## src/rtl/bb_pkg.sv

```systemverilog
// Shared play-entry types, action codes and game-shape constants for the baseball sequencer/scorer pair.
package bb_pkg;
  localparam logic [2:0] ACT_WALK      = 3'd0;
  localparam logic [2:0] ACT_SINGLE    = 3'd1;
  localparam logic [2:0] ACT_DOUBLE    = 3'd2;
  localparam logic [2:0] ACT_TRIPLE    = 3'd3;
  localparam logic [2:0] ACT_HOMER     = 3'd4;
  localparam logic [2:0] ACT_STRIKEOUT = 3'd5;
  localparam logic [2:0] ACT_GROUND    = 3'd6;
  localparam logic [2:0] ACT_FLY       = 3'd7;

  localparam logic [1:0] MAX_INNING    = 2'd3;
  localparam logic [2:0] LAST_HALF_IDX = 3'(2 * int'(MAX_INNING) - 1);

  localparam int ENTRY_W = 7;

  typedef struct packed {
    logic       eog;
    logic [1:0] inning;
    logic       half;
    logic [2:0] action;
  } play_entry_t;

  typedef enum logic [1:0] {
    RD_IDLE,
    RD_SEND,
    RD_WAIT
  } rd_state_e;
endpackage

```

## src/rtl/bb_play_fifo.sv

```systemverilog
// Game buffer: writes land above commit_ptr until the game commits; rollback rewinds wr_ptr to commit_ptr.
// Combinational read of the head entry, pop advances next cycle; occupancy counts committed + pending entries.
module bb_play_fifo import bb_pkg::*; #(
  parameter int DEPTH = 32,
  parameter int AW    = $clog2(DEPTH),
  parameter int W     = ENTRY_W
) (
  input  logic          clk,
  input  logic          rst_n,
  input  logic          wr_en,
  input  logic [W-1:0]  wr_dat,
  input  logic          commit,
  input  logic          rollback,
  input  logic          rd_en,
  output logic [W-1:0]  rd_dat,
  output logic [AW:0]   occupancy
);

  logic [W-1:0] mem_q [DEPTH];
  logic [AW:0]  wr_ptr_q, wr_ptr_d;
  logic [AW:0]  rd_ptr_q, rd_ptr_d;
  logic [AW:0]  commit_ptr_q, commit_ptr_d;

  // Rollback wins over a same-cycle write so a dropped game leaves nothing behind.
  always_comb begin
    wr_ptr_d     = wr_ptr_q;
    commit_ptr_d = commit_ptr_q;
    rd_ptr_d     = rd_ptr_q + {{AW{1'b0}}, rd_en};
    if (rollback) begin
      wr_ptr_d = commit_ptr_q;
    end else if (wr_en) begin
      wr_ptr_d = wr_ptr_q + {{AW{1'b0}}, 1'b1};
    end
    if (commit) begin
      commit_ptr_d = wr_ptr_q + {{AW{1'b0}}, 1'b1};
    end
  end

  always_ff @(posedge clk or negedge rst_n) begin
    if (!rst_n) begin
      wr_ptr_q     <= '0;
      rd_ptr_q     <= '0;
      commit_ptr_q <= '0;
    end else begin
      wr_ptr_q     <= wr_ptr_d;
      rd_ptr_q     <= rd_ptr_d;
      commit_ptr_q <= commit_ptr_d;
    end
  end

  always_ff @(posedge clk) begin
    if (wr_en && !rollback) begin
      mem_q[wr_ptr_q[AW-1:0]] <= wr_dat;
    end
  end

  assign rd_dat    = mem_q[rd_ptr_q[AW-1:0]];
  assign occupancy = wr_ptr_q - rd_ptr_q;

endmodule

```

## src/rtl/bb_play_sequencer.sv

```systemverilog
// Tags plays with inning/half, buffers whole games and replays each committed game as one burst (2 cycles after commit).
// s_ready drops only when the buffer is full; the next game waits for the scorer's bb_out_valid.
module bb_play_sequencer import bb_pkg::*; #(
  parameter int DEPTH = 32,
  parameter int AW    = $clog2(DEPTH)
) (
  input  logic       clk,
  input  logic       rst_n,
  input  logic       s_valid,
  output logic       s_ready,
  input  logic [2:0] s_action,
  input  logic       s_eoh,
  input  logic       s_eog,
  output logic       in_valid,
  output logic [1:0] inning,
  output logic       half,
  output logic [2:0] action,
  input  logic       bb_out_valid,
  output logic       proto_err
);

  localparam logic [AW:0] FULL_OCC      = (AW+1)'(DEPTH);
  localparam logic [AW:0] LAST_SLOT_OCC = (AW+1)'(DEPTH - 1);
  localparam logic [AW:0] ONE           = {{AW{1'b0}}, 1'b1};

  logic [AW:0]  occupancy;
  logic [2:0]   half_idx_q, half_idx_d;
  logic         discard_q, discard_d;
  logic [AW:0]  committed_q, committed_d;
  rd_state_e    state_q, state_d;
  logic         proto_err_q, proto_err_d;
  logic         in_valid_q, in_valid_d;
  logic [1:0]   inning_q, inning_d;
  logic         half_q, half_d;
  logic [2:0]   action_q, action_d;
  play_entry_t  wr_entry, rd_entry;
  logic [ENTRY_W-1:0] rd_raw;
  logic         accept, wr_en, commit, rollback, game_done, game_pop;

  assign s_ready = (occupancy < FULL_OCC);
  assign accept  = s_valid && s_ready;

  always_comb begin
    wr_entry.eog    = s_eog;
    wr_entry.inning = 2'(half_idx_q >> 1) + 2'd1;
    wr_entry.half   = half_idx_q[0];
    wr_entry.action = s_action;
    wr_en       = 1'b0;
    commit      = 1'b0;
    rollback    = 1'b0;
    game_done   = 1'b0;
    proto_err_d = 1'b0;
    half_idx_d  = half_idx_q;
    discard_d   = discard_q;
    if (accept) begin
      if (discard_q) begin
        // Tail of an overflowed game: swallow everything up to and including its end.
        if (s_eog) discard_d = 1'b0;
      end else if (s_eog) begin
        half_idx_d = '0;
        if (s_eoh && (half_idx_q == LAST_HALF_IDX || half_idx_q == LAST_HALF_IDX - 3'd1)) begin
          wr_en     = 1'b1;
          commit    = 1'b1;
          game_done = 1'b1;
        end else begin
          rollback    = 1'b1;
          proto_err_d = 1'b1;
        end
      end else if (s_eoh && half_idx_q == LAST_HALF_IDX) begin
        rollback    = 1'b1;
        proto_err_d = 1'b1;
        half_idx_d  = '0;
      end else if (committed_q == '0 && occupancy == LAST_SLOT_OCC) begin
        rollback    = 1'b1;
        proto_err_d = 1'b1;
        half_idx_d  = '0;
        discard_d   = 1'b1;
      end else begin
        wr_en = 1'b1;
        if (s_eoh) half_idx_d = half_idx_q + 3'd1;
      end
    end
  end

  bb_play_fifo #(.DEPTH(DEPTH), .AW(AW), .W(ENTRY_W)) u_fifo (
    .clk       (clk),
    .rst_n     (rst_n),
    .wr_en     (wr_en),
    .wr_dat    (wr_entry),
    .commit    (commit),
    .rollback  (rollback),
    .rd_en     (game_pop | (state_q == RD_SEND)),
    .rd_dat    (rd_raw),
    .occupancy (occupancy)
  );

  assign rd_entry = play_entry_t'(rd_raw);

  always_comb begin
    state_d    = state_q;
    game_pop   = 1'b0;
    in_valid_d = 1'b0;
    inning_d   = '0;
    half_d     = 1'b0;
    action_d   = '0;
    unique case (state_q)
      RD_IDLE: if (committed_q != '0) state_d = RD_SEND;
      RD_SEND: begin
        in_valid_d = 1'b1;
        inning_d   = rd_entry.inning;
        half_d     = rd_entry.half;
        action_d   = rd_entry.action;
        if (rd_entry.eog) begin
          game_pop = 1'b1;
          state_d  = RD_WAIT;
        end
      end
      RD_WAIT: if (bb_out_valid) state_d = RD_IDLE;
      default: state_d = RD_IDLE;
    endcase
  end

  always_comb begin
    committed_d = committed_q;
    if (game_done && !game_pop) committed_d = committed_q + ONE;
    else if (!game_done && game_pop) committed_d = committed_q - ONE;
  end

  always_ff @(posedge clk or negedge rst_n) begin
    if (!rst_n) begin
      half_idx_q  <= '0;
      discard_q   <= 1'b0;
      committed_q <= '0;
      state_q     <= RD_IDLE;
      proto_err_q <= 1'b0;
      in_valid_q  <= 1'b0;
      inning_q    <= '0;
      half_q      <= 1'b0;
      action_q    <= '0;
    end else begin
      half_idx_q  <= half_idx_d;
      discard_q   <= discard_d;
      committed_q <= committed_d;
      state_q     <= state_d;
      proto_err_q <= proto_err_d;
      in_valid_q  <= in_valid_d;
      inning_q    <= inning_d;
      half_q      <= half_d;
      action_q    <= action_d;
    end
  end

  assign in_valid  = in_valid_q;
  assign inning    = inning_q;
  assign half      = half_q;
  assign action    = action_q;
  assign proto_err = proto_err_q;

endmodule

```

## config.mk

```make
export PLATFORM = sky130hd
export DESIGN_NAME = bb_play_sequencer
export DESIGN_NICKNAME = d
export VERILOG_FILES = /design/src/rtl/bb_pkg.sv /design/src/rtl/bb_play_fifo.sv /design/src/rtl/bb_play_sequencer.sv
export SDC_FILE = /design/constraint.sdc
export NUM_CORES = 1
export LEC_CHECK = 0
export CAP_MARGIN = 20
export CORE_MARGIN = 10
export CORE_UTILIZATION = 60
export CTS_CLUSTER_SIZE = 25
export DETAILED_ROUTE_END_ITERATION = 6
export PLACE_DENSITY = 0.77
export SYNTH_ARGS = -nofsm -noshare
export SYNTH_HDL_FRONTEND = slang
export SYNTH_HIERARCHICAL = 1
export SYNTH_SLANG_ARGS = --single-unit
```

## constraint.sdc

```tcl
create_clock -name clk -period 7 [get_ports clk]
set_input_delay 1.05 -clock clk [delete_from_list [all_inputs] [get_ports clk]]
set_output_delay 1.05 -clock clk [all_outputs]
set_load 0.005 [all_outputs]
```

# Yosys cells after proc, flatten, opt, wreduce, memory -nomap -nowiden
# Memories as Yosys holds them, arrays and structs flattened.
# Cells that the tools add are included.
dict set report totals {
  input_bits 9
  mem_bits_rw 224
  mem_count 1
  register_bits 38
}
dict set report op_classes {
  eq_ne 8
  magnitude_cmp 1
  muxes 39
  n_reduce_logical 19
  bitwise 2
  n_addsub 7
}
# memory words word_bits read_ports rd_clocked_by_memory_dff write_ports line
set mem_list {}
lappend mem_list {u_fifo.mem_q 32 7 1 0 1 bb_play_fifo.sv:19} ;# logic [W-1:0] mem_q [DEPTH];
# cell count
set op_table {}
lappend op_table {{$mux W1} 25}
lappend op_table {{$mux W6} 4}
lappend op_table {{$mux W3} 5}
lappend op_table {{$add A6 B1 Y6 const B} 2}
lappend op_table {{$mux W2} 4}
lappend op_table {{$logic_and A1 B1 Y1} 7}
lappend op_table {{$add A6 B1 Y6} 1}
lappend op_table {{$eq A3 B3 Y1 const B} 2}
lappend op_table {{$eq A6 B5 Y1 const B} 1}
lappend op_table {{$logic_not A6 Y1} 1}
lappend op_table {{$lt A6 B6 Y1 const B} 1}
lappend op_table {{$ne A2 B2 Y1 const B} 3}
lappend op_table {{$pmux W2 S3} 1}
lappend op_table {{$reduce_and A3 Y1} 2}
lappend op_table {{$reduce_bool A6 Y1} 1}
lappend op_table {{$sub A6 B1 Y6 const B} 1}
lappend op_table {{$sub A6 B6 Y6} 1}
lappend op_table {{$reduce_bool A2 Y1} 2}
lappend op_table {{$reduce_bool A4 Y1} 1}
lappend op_table {{$add A3 B1 Y3 const B} 1}
lappend op_table {{$logic_not A1 Y1} 3}
lappend op_table {{$add A2 B1 Y2 const B} 1}
lappend op_table {{$eq A2 B1 Y1 const B} 1}
lappend op_table {{$eq A2 B2 Y1 const B} 1}
lappend op_table {{4 further kinds} 4}

# Longest topological paths before layout
dict set report depth {
  ltp_word 12
  ltp_mapped 17
  depth_no_buf 16
}

# By module
# The synthesis kept the hierarchy.
# module cells_per_inst n_inst area_per_inst_um2
set by_module_without_submodules {}
lappend by_module_without_submodules {bb_play_fifo 491 1 9765.6}
lappend by_module_without_submodules {bb_play_sequencer 116 1 1132.3}

# Worst setup path after synthesis
# Ideal clock, no wire load.
dict set report synth_timing {
  path_kind {reg2reg}
  startpoint {register u_fifo.wr_ptr_q[0]}
  endpoint {memory u_fifo/mem_q[28][0] (netlist bit), enable pin}
  path_stages_with_launch 17
  t_required_ps 6640
  arrival_time_ps 3289
  period_less_slack_ps 3649
  setup_ps 360
  setup_slack_ps 3351
  path_buffers 2
  path_cell_list {dfrtp_1 > inv_1 > ha_1 > inv_1 > fa_1 > a21o_1 > a21oi_1 > xnor2_1 > nor2b_1 > and4_1 > buf_4 > o21ai_0 > and2_1 > clkbuf_1 > nor2b_1 > nand2_1 > nor2_1}
}
# element line
set synth_rtl {}
lappend synth_rtl {{start: declaration} bb_play_fifo.sv:20} ;# logic [AW:0] wr_ptr_q, wr_ptr_d;
lappend synth_rtl {{start signal: assignment} bb_play_fifo.sv:45} ;# wr_ptr_q <= wr_ptr_d;
lappend synth_rtl {{$sub A6 B6 Y6 (*)} bb_play_fifo.sv:58} ;# assign occupancy = wr_ptr_q - rd_ptr_q;
lappend synth_rtl {{named net occupancy[4]} bb_play_sequencer.sv:26} ;# logic [AW:0] occupancy;
lappend synth_rtl {{$eq A6 B5 Y1} bb_play_sequencer.sv:73} ;# end else if (committed_q == '0 && occupancy == LAST_SLOT_OCC) begin
lappend synth_rtl {{$logic_and A1 B1 Y1} bb_play_sequencer.sv:73}
lappend synth_rtl {{$mux W1} bb_play_sequencer.sv:73}
lappend synth_rtl {{$mux W1} bb_play_sequencer.sv:69} ;# end else if (s_eoh && half_idx_q == LAST_HALF_IDX) begin
lappend synth_rtl {{$mux W1} bb_play_sequencer.sv:59} ;# end else if (s_eog) begin
lappend synth_rtl {{$mux W1} bb_play_sequencer.sv:56} ;# if (discard_q) begin
lappend synth_rtl {{$mux W1 (*)} bb_play_sequencer.sv:55} ;# if (accept) begin
lappend synth_rtl {{named net wr_en} bb_play_sequencer.sv:38} ;# logic accept, wr_en, commit, rollback, game_done, game_pop;
lappend synth_rtl {{$logic_and A1 B1 Y1 (*)} bb_play_fifo.sv:52} ;# if (wr_en && !rollback) begin
lappend synth_rtl {{$mux W1 (*)} bb_play_fifo.sv:52}
lappend synth_rtl {{$mux W1 (not written as such) (*)} bb_play_fifo.sv:53} ;# mem_q[wr_ptr_q[AW-1:0]] <= wr_dat;
lappend synth_rtl {{end: declaration} bb_play_fifo.sv:19}
# Mark *: on every way through the listed nets, which the timed path passes. The rest lies on a longest branch.

# Worst setup path in the final report
dict set report layout_timing {
  startpoint {register u_fifo.rd_ptr_q[2]}
  endpoint {memory u_fifo/mem_q[29][2] (netlist bit), enable pin}
}
# element line
set layout_rtl {}
lappend layout_rtl {{start: declaration} bb_play_fifo.sv:21} ;# logic [AW:0] rd_ptr_q, rd_ptr_d;
lappend layout_rtl {{start signal: assignment} bb_play_fifo.sv:46} ;# rd_ptr_q <= rd_ptr_d;
lappend layout_rtl {{$sub A6 B6 Y6 (*)} bb_play_fifo.sv:58}
lappend layout_rtl {{named net occupancy[5]} bb_play_sequencer.sv:26}
lappend layout_rtl {{$eq A6 B5 Y1} bb_play_sequencer.sv:73}
lappend layout_rtl {{$logic_and A1 B1 Y1} bb_play_sequencer.sv:73}
lappend layout_rtl {{$mux W1} bb_play_sequencer.sv:73}
lappend layout_rtl {{$mux W1} bb_play_sequencer.sv:69}
lappend layout_rtl {{$mux W1} bb_play_sequencer.sv:59}
lappend layout_rtl {{$mux W1} bb_play_sequencer.sv:56}
lappend layout_rtl {{$mux W1 (*)} bb_play_sequencer.sv:55}
lappend layout_rtl {{named net wr_en} bb_play_sequencer.sv:38}
lappend layout_rtl {{$logic_and A1 B1 Y1 (*)} bb_play_fifo.sv:52}
lappend layout_rtl {{$mux W1 (*)} bb_play_fifo.sv:52}
lappend layout_rtl {{$mux W1 (not written as such) (*)} bb_play_fifo.sv:53}
# Marked as above.

==> out/results.tsv <==
metric	value	unit
fill_cells	1105	
slew_headroom	41.0	%
path_cells	buf_4 > inv_1 > ha_1 > o21a_1 > o21a_1 > o211ai_1 > nor2b_1 > and4_1 > o21ai_0 > and2_1 > nor2b_1 > nand2_1 > nor2_1	
arrival	4.85	ns
antenna_left	0	
powerDensity	384	nW/um2
synth_edf_count	224	
r2r-start	u_fifo/rd_ptr_q[2]	
grt_util_all_layers	19.9	%
critPathMaxFanout	60	
multi_input_comb_area	3000	um2
r2r.worst_path.cells	13	
first_global_vias	5924	
hpwl	15300	um
layout_common_cells	edfxtp_1, nor2_1, dfrtp_1, mux4_2, o22ai_1	
port_buffers	17	
cts_resized	0	
netlist_instances	607	
rows	49	
gp_congestion	0.924	
nets	668	
layout_commonest_cell	edfxtp_1	
clk_pin_slew	0.06	ns
viasPerCell	6.54	
fp.coreArea	17900	um2
cp_slowest_cell	nor2_1	
wl	24000	um
fin_crit_sh	67.1	%
register_area	7680	um2
cts_made_buffers	25	
critPathBufInv	2	
cts_setup_buffers	0	
firstDrtPassIters	5	
hold_violations	0	
maxCapViolCount	0	
initial_core_util	60.9	%
hold_depth	1	
drive_gt1_share	14.5	%
clk_latency	0.52	ns
worstSetupStartpointType	flop	
synth_seq_cells	262	
synth.avg_cell_area	18.0	um2
synth_area	10900	um2
die_y	155	um
wire_per_inst	27.1	um
p_leak	0.00409	uW
endpoint	u_fifo/mem_q[29][2]	
antenna_found_initial	0	
fin_crit	4.70	ns
fp.dieW	155	um
worstMarginPinSlew	0.884	ns
async_flop_share	14.5	%
overflow	0	
finalMaxSlewViolations	0	
diodes	0	
clock_skew	0.00794	ns
drt_iter0_markers	605	
critical-path-top-delay-family	simple AND/OR/NAND/NOR gates	
dieArea	24000	um2
hold_path.class	flop to flop	
power	4630	uW
timing.critical_path.from	u_fifo/rd_ptr_q[2]	
drc	0	
status	finished clean	
max_stage_delay	0.62	ns
grt_pass1_wl	36500	um
setup_viol	0	
syn2layout_area_growth	10.6	%
worstSetupEndpointType	flop	
grt_max_degree	61	
cp_data_required_time	7.15	ns
synthesis.nets	638	
cts-hold-fix-buffers	0	
path_class	flop to flop	
yosys_warnings	6	
seq_area_frac_synth	70.4	%
ios	18	
cts_tree	yes	
rrSetupSlack	2.30	ns
peakVddDrop	506	uV
synth_cell_type_count	50	
h-tree-depth	1	
rsz0062_at_grt	no	
r2r_end	u_fifo/mem_q[29][2]	
cts_root_buf	clkbuf_16	
dpl.cell_count	838	
synth-main-ff-cell	edfxtp_1	
final_cells	885	
route.vias.total	5792	
cp.depth	13	
max_freq	213	MHz
cts_sinks	262	
clockBufferDepth	3	
fin_setup_tns	0	ns
[worst min path at each step]
stage / slack, ns / start / endpoint
after detailed placement: 0.46 / state_q[1] / state_q[0]
after floorplan: 0.42 / state_q[1] / state_q[0]
after global routing: 0.49 / state_q[1] / state_q[0]
after CTS: 0.47 / state_q[1] / state_q[0]
after global placement: 0.44 / state_q[1] / state_q[0]
final: 0.47 / state_q[1] / state_q[0]
[power breakdown]
group          switching, uW  internal [uW]
sequential               145           1860
clock                    533            746
combinational            735            609
total                   1410           3210
[through the flow]
stage / cell area [um2] / setup slack, ns / hold WS [ns] / util, %
3_3_place_gp: 11200 / 2.55 / 0.436 / 62.8
2_1_floorplan: 10900 / 3.35 / 0.423 / -
4_1_cts: 12000 / 2.36 / 0.467 / 67.2
3_5_place_dp: 11200 / 2.38 / 0.459 / 62.8
6_report: 12100 / 2.30 / 0.470 / 67.3
5_1_grt: 12100 / 2.05 / 0.490 / 67.3
[logic make-up after synthesis]
group                    after synthesis  share of synthesized area, %
AO/OA/AOI/OAI                         70                          4.03
XOR/XNOR                              20                          1.61
adder cells (fa/ha/maj)               22                          2.66
buffers and inverters                 38                          2.16
flip-flops                           262                          70.4
multiplexers                          59                          12.6
AND/OR/NAND/NOR                      136                          6.50
[cell type report]
type	count	share of cell area, %
clock buffers	37	5.65
clock inverters	9	0.810
inverters	16	0.498
multi-input cells	307	24.9
flip-flops and latches	262	63.7
well taps	229	2.38
repair buffers	25	1.99
[state kept, by name, indices dropped and copies added, names as in the netlist]
signal / flops
u_fifo/mem_q: 224
state_q: 2
u_fifo/rd_ptr_q: 6
u_fifo/wr_ptr_q: 6
inning: 2
in_valid: 1
half: 1
half_idx_q: 3
committed_q: 6
u_fifo/commit_ptr_q: 6
action: 3
proto_err: 1
discard_q: 1
[per-layer routing]
| layer | part of all wire [%] | wire length [um] | GRT usage (%) | vias up |
|---|---|---|---|---|
| met5 | 0 | 0 | 0 | - |
| met4 | 1.8 | 420 | 4.72 | 0 |
| met3 | 8.5 | 2050 | 3.02 | 37 |
| met2 | 51 | 12100 | 33.7 | 299 |
| met1 | 39 | 9390 | 26.5 | 2975 |
| li1 | - | - | - | 2481 |
[synth_stat cells (2+ instances only)]
master     count  area share [%]
nor4_2         8            0.92
o21a_1         4            0.28
nor2b_1        7            0.40
nor3_1         4            0.18
xnor2_1        9            0.72
and4_1         2            0.16
and3_1         2            0.11
buf_2          5            0.23
buf_6          2            0.21
nand3_1       16            0.73
o2111ai_1      2            0.16
clkbuf_1       7            0.24
edfxtp_1     224              62
buf_12         3            0.55
fa_1           2            0.37
o21ai_0       14            0.64
nand4_1        2            0.11
ha_1          20             2.3
mux4_1        21             5.1
nand3b_1       2            0.14
xor2_1        11            0.88
o31ai_1        3            0.21
buf_4          3            0.21
nor3b_1        2            0.14
mux4_2        35             7.2
nand2_1       25            0.86
or3_1          3            0.17
mux2_2         2            0.21
a211oi_1       2            0.14
o22ai_1       28             1.6
inv_1         16            0.55
dfrtp_1       38             8.7
and2_1         7            0.40
nor2_1        50             1.7
nand2b_1       2            0.11
a21oi_1       10            0.46
No activity file was read; power rests on OpenSTA's default activity.
